File: config.mk
export PLATFORM = sky130hd
export DESIGN_NAME = mod_updown_counter_flat
export DESIGN_NICKNAME = d
export VERILOG_FILES = /design/src/rtl/mod_updown_counter_if.sv /design/src/rtl/mod_updown_counter.sv /design/src/flat_wrapper.sv
export SDC_FILE = /design/constraint.sdc
export NUM_CORES = 1
export LEC_CHECK = 0
export BUFFER_PORTS_ARGS = -buffer_cell sky130_fd_sc_hd__buf_2
export CAP_MARGIN = 20
export CORE_MARGIN = 3
export CORE_UTILIZATION = 41
export DETAILED_ROUTE_END_ITERATION = 10
export GPL_ROUTABILITY_DRIVEN = 0
export PLACE_DENSITY = 0.71
export SLEW_MARGIN = 0
export SYNTH_ARGS = -nofsm -noshare
export SYNTH_HDL_FRONTEND = slang
export SYNTH_SLANG_ARGS = --single-unit
File: constraint.sdc
create_clock -name clk -period 2.5 [get_ports clk]
set_clock_uncertainty 0.15 [all_clocks]
set_input_delay 0.125 -clock clk [delete_from_list [all_inputs] [get_ports clk]]
set_output_delay 0.125 -clock clk [all_outputs]
set_load 0.005 [all_outputs]
File: src/rtl/mod_updown_counter_if.sv
// Control/status bundle for mod_updown_counter: count controls in, count state out.
// The counter drives the slave side; a controller or bench drives the master side.
interface mod_updown_counter_if #(
  parameter int unsigned N = 8
);
  logic         cin;
  logic         up;
  logic         load;
  logic [N-1:0] d;
  logic [N-1:0] cmp;
  logic         clr_ovf;
  logic [N-1:0] q;
  logic         cout;
  logic         bout;
  logic         match;
  logic         ovf;

  modport master (
    output cin, up, load, d, cmp, clr_ovf,
    input  q, cout, bout, match, ovf
  );

  modport slave (
    input  cin, up, load, d, cmp, clr_ovf,
    output q, cout, bout, match, ovf
  );
endinterface

File: src/rtl/mod_updown_counter.sv
// Modulo up/down counter with parallel load, wrap/saturate limits, compare match
// and a sticky limit-event flag; cascadable through cout/bout into the next cin.
module mod_updown_counter #(
  parameter int unsigned N        = 8,
  parameter int unsigned MODULUS  = 256,
  parameter bit          SATURATE = 1'b0
) (
  input logic              clk,
  input logic              reset,
  mod_updown_counter_if.slave bus
);
  localparam int unsigned W = N + 1;
  localparam logic [N:0]  LIM = W'(MODULUS - 1);

  generate
    if (MODULUS < 2 || longint'(MODULUS) > (64'd1 << N)) begin : g_bad_modulus
      $error("mod_updown_counter: MODULUS must satisfy 2 <= MODULUS <= 2**N");
    end
  endgenerate

  logic [N-1:0] q_r;
  logic         match_r;
  logic         ovf_r;
  logic [N:0]   q_ext;
  logic [N:0]   d_ext;
  logic [N:0]   q_nxt;
  logic         at_max;
  logic         at_zero;
  logic         cnt_en;
  logic         limit_evt;

  // One extra bit so MODULUS = 2**N still compares against its full limit.
  assign q_ext   = {1'b0, q_r};
  assign d_ext   = {1'b0, bus.d};
  assign at_max  = (q_ext == LIM);
  assign at_zero = (q_r == '0);

  assign cnt_en    = bus.cin & ~bus.load;
  assign limit_evt = cnt_en & ~reset & ((bus.up & at_max) | (~bus.up & at_zero));

  assign bus.cout  = cnt_en &  bus.up & at_max;
  assign bus.bout  = cnt_en & ~bus.up & at_zero;
  assign bus.q     = q_r;
  assign bus.match = match_r;
  assign bus.ovf   = ovf_r;

  always_comb begin
    q_nxt = q_ext;
    if (bus.load) begin
      q_nxt = (d_ext > LIM) ? LIM : d_ext;
    end else if (bus.cin) begin
      if (bus.up) begin
        if (!at_max)        q_nxt = q_ext + W'(1);
        else if (!SATURATE) q_nxt = '0;
      end else begin
        if (!at_zero)       q_nxt = q_ext - W'(1);
        else if (!SATURATE) q_nxt = LIM;
      end
    end
  end

  always_ff @(posedge clk) begin
    if (reset) begin
      q_r     <= '0;
      match_r <= (bus.cmp == '0);
      ovf_r   <= 1'b0;
    end else begin
      q_r     <= q_nxt[N-1:0];
      match_r <= (q_nxt == {1'b0, bus.cmp});
      // A limit event in the same cycle as clr_ovf keeps the flag set.
      if (limit_evt)        ovf_r <= 1'b1;
      else if (bus.clr_ovf) ovf_r <= 1'b0;
    end
  end
endmodule

File: src/flat_wrapper.sv
// flat-port wrapper written by rule: the top's interface ports become plain ports
module mod_updown_counter_flat 
#(
  parameter int unsigned N        = 8,
  parameter int unsigned MODULUS  = 256,
  parameter bit          SATURATE = 1'b0
)
  (clk, reset, bus_cin, bus_up, bus_load, bus_d, bus_cmp, bus_clr_ovf, bus_q, bus_cout, bus_bout, bus_match, bus_ovf);
  mod_updown_counter_if #(.N(N)) bus_i ();
  input logic clk;
  input logic reset;
  input wire logic [$bits(bus_i.cin)-1:0] bus_cin;
  input wire logic [$bits(bus_i.up)-1:0] bus_up;
  input wire logic [$bits(bus_i.load)-1:0] bus_load;
  input wire logic [$bits(bus_i.d)-1:0] bus_d;
  input wire logic [$bits(bus_i.cmp)-1:0] bus_cmp;
  input wire logic [$bits(bus_i.clr_ovf)-1:0] bus_clr_ovf;
  output wire logic [$bits(bus_i.q)-1:0] bus_q;
  output wire logic [$bits(bus_i.cout)-1:0] bus_cout;
  output wire logic [$bits(bus_i.bout)-1:0] bus_bout;
  output wire logic [$bits(bus_i.match)-1:0] bus_match;
  output wire logic [$bits(bus_i.ovf)-1:0] bus_ovf;
  assign bus_i.cin = bus_cin;
  assign bus_i.up = bus_up;
  assign bus_i.load = bus_load;
  assign bus_i.d = bus_d;
  assign bus_i.cmp = bus_cmp;
  assign bus_i.clr_ovf = bus_clr_ovf;
  assign bus_q = bus_i.q;
  assign bus_cout = bus_i.cout;
  assign bus_bout = bus_i.bout;
  assign bus_match = bus_i.match;
  assign bus_ovf = bus_i.ovf;
  mod_updown_counter #(.N(N), .MODULUS(MODULUS), .SATURATE(SATURATE)) u_core (.clk(clk), .reset(reset), .bus(bus_i));
endmodule
==> metrics.md <==
| Metric | Value |
|---|---|
| Status | finished clean |
| Sequential area share after synthesis | 16.0% |
| Clock slew at reported path FFs | 0.08 ns |
| Synthesized flop and latch total | 10 |
| Flop-to-flop setup slack | 0.05 ns |
| Multi-input combinational cell area | 990 sq um |
| Share of post-route cells with drive strength above 1 | 33.2% |
| DIE WIDTH | 61.3 microns |
| Min-Delay Path Depth | 2 |
| Fmax | around 410 MHz |
| Share of the synthesized area in the top cell type | about 16% |
| Num CTS Buffers | 3 |
| Pre-CTS setup slack | 0.0105 ns |
| Max-Cap Viols | 0 |
| Cells after synthesis | 179 |
| Worst hold path type | input pin to register |
| Initial DRC count | ~140 |
| Sink Count | 10 |
| Reg2reg start | u_core.bus.q[1] |
| Worst setup SP type | register |
| Worst EP arrival | 2.52 ns |
| Area Growth Syn to Fin | 33.0% |
| Latest clock arrival within the worst-skew pair | 0.28 ns |
| Synth warnings | 0 |
| CP Class | register to register |
| Post-Place Cells | 243 |
| Clk root buf | clkbuf_4 |
| Routed Antenna Nets | 0 |
| Hold_sp | reset |
| Total core area | around 2800 sq um |
| Max Transition Viols Final | 0 |
| Netlist cell types | 51 |
| Max-slew headroom | 71.8% |
| Filler instances | about 270 |
| Detailed-router iteration count before antenna repair | 4 |
| Leak | 0.699 nW |
| Most numerous cell in the Yosys netlist | nor2_1 |
| Primary FF master, synth | dfxtp_1 |
| Number of flops mapped to enable cells by yosys | 0 |
| Max rail drop VDD | roughly 0.00026 V |
| Worst Hold End | u_core.bus.q[1] |
| Reg2Reg Depth | 9 |
| IO buf count | 33 |
| Crit path time final | 2.45 ns |
| Non-filler cells, final | 257 |
| Post-DP HPWL | 2.96 mm |
| Initial Util | 44.3% |
| Global-route wire length before repair | 6.28 mm |
| Crit path required time | approximately 2.6 ns |
| Final period util | 97.9% |
| Mapped cell area | 1250 sq um |
| Overflow after GRT | 0 |
| FF-to-FF End | u_core.bus.match |
| Worst slew pin tran | ~0.42 ns |
| Vias in the first global route | 1328 |
| GR peak layer | met2 |
| Cell taking the most area after synthesis | dfxtp_1 |
| List of most frequent post-synthesis cells | nor2_1 (16), nand2_1 (14), o21ai_0 (13), a21oi_1 (12), dfxtp_1 (10) |
| CTS tree | done |
| Die Y | 61.3 microns |
| Final-report setup violation count | 0 |
| Die area | 3750 sq um |
| # rows | 19 |
| Largest net degree at the start of global routing | 17 |
| Syn_area_per_cell | ~7.0 sq um |
| Antenna violations before repair | 0 |
| Final WS setup | about 0.052 ns |
| Met1 Usage GRT | 31.7% |
| Routed WL | 4.13 mm |
| WL per Instance | around 16 microns |
| Synth top area cells | dfxtp_1 (16%), o21ai_0 (5.2%), xnor2_1 (4.9%) |
| H-tree Lvls | 1 |
| # IOs | 34 |
| Avg Vias per Cell | 5.96 |
| GR Util met3 | 5.24% |
| Crit. End Element | register |
| Drt drc | 0 |
| Register Area | 210 sq um |
| Fin nets | approximately 250 |
| Crit-path max FO | 4 |
| Max Buffers Root-to-Sink | 2 |
| GRT Overall Usage | 22.4% |
| Pwr dens | 380 nW/um^2 |
| Ant diodes | 0 |
| Syn nets | slightly above 200 |
| Async S/R FF share, synth | 0% |
| GR Util met2 | 34.1% |
| Hold Fails Final Rpt | 0 |
| Final Power | 0.632 mW |
| Routed vias | 1532 |
-- critical path: stages (launching register included) --
cell      delay [ns]
dfxtp_4         0.37
inv_4           0.06
ha_4            0.13
or3b_4          0.42
o22ai_4         0.23
nor4b_2         0.07
and4bb_1        0.28
nand3_1         0.07
or4_1           0.47
o21ai_1         0.14
-- logic make-up (layout without fill, tap and decap cells) --
| logic type | count (synthesis) | count (layout) | synth area share [%] |
|---|---|---|---|
| and+or+nand+nor | 81 | 81 | 35.6 |
| adders and majority gates | 2 | 2 | 2.00 |
| muxes | 5 | 5 | 4.20 |
| DFF | 10 | 10 | 16.0 |
| xor gates and xnor gates | 13 | 13 | 9.09 |
| AOI/OAI and AO/OA | 47 | 47 | 25.1 |
| buffers and inverters | 21 | 68 | 8.09 |
-- worst max path at each step --
stage,to,cells past startpoint,slack [ns],startpoint
final,u_core.bus.match,9,0.05,u_core.bus.q[1]
after global routing,u_core.bus.match,9,-0.04,u_core.bus.q[0]
after CTS,u_core.bus.match,9,0.01,u_core.bus.q[1]
after detailed placement,u_core.bus.match,9,0.01,u_core.bus.q[1]
after global placement,u_core.bus.match,9,0.06,u_core.bus.q[0]
after floorplan,u_core.bus.match,10,0.04,u_core.bus.q[0]
-- cells in the final DEF, fill, tap and decap left out, drive strengths merged, types with 3 or more instances in the layout --
master	instances
and3	4
nor4	5
xor2	6
nand3	7
mux2i	3
dlygate4sd3	5
dfxtp	10
clkbuf	4
nand2b	5
a31oi	3
nand2	14
a21oi	12
xnor2	7
o21ai	15
or4	3
nand4	4
buf	53
nor2	16
inv	6
nor2b	6
nor3	5
-- sequential cells by signal, summed over array words and instances, names as in the netlist --
register and flops:
u_core.bus.q 8, u_core.bus.match 1, u_core.bus.ovf 1
-- through the flow --
stage / setup TNS [ns] / hold WS [ns] / util, % / instance area (sq um)
after floorplan: 0 / 0.118 / - / 1250
after global placement: 0 / 0.240 / 52.7 / 1490
after detailed placement: 0 / 0.244 / 52.7 / 1490
after CTS: 0 / 0.0146 / 55.9 / 1580
after global routing: -0.0422 / 0.0240 / 58.9 / 1670
final: 0 / 0.0160 / 58.9 / 1670
-- repair_timing --
| item | in CTS | in global routing |
|---|---|---|
| hold buffers | 5 | 0 |
| setup buffers | 0 | 5 |
| endpoints found under the setup margin | 1 | 1 |
| pin swaps | 0 | 8 |
| endpoints found under the hold margin | 5 | 0 |
| gates resized for setup | 1 | 16 |
-- power by group --
group          switching, mW  total, mW  leakage (nW)  internal (mW)
Sequential            0.0218      0.192        0.0843          0.170
Combinational          0.146      0.283         0.594          0.137
Clock                 0.0686      0.157        0.0210         0.0887
Total                  0.236      0.632         0.699          0.396
-- final cells by class --
class | instances | area share, %
Tap cell | 31 | 2.33
Multi-Input combinational cell | 148 | 59.4
Sequential cell | 10 | 12.6
Timing Repair Buffer | 58 | 21.9
Clock buffer | 4 | 2.18
Inverter | 6 | 1.50
-- routing by layer --
layer	wire length, microns	vias up	share of wire [%]
met2	1890	65	46
met1	1910	710	46
li1	-	751	-
met3	279	6	6.8
met5	0	-	0
met4	46	0	1.1
Power figures use the tool's default switching activity.
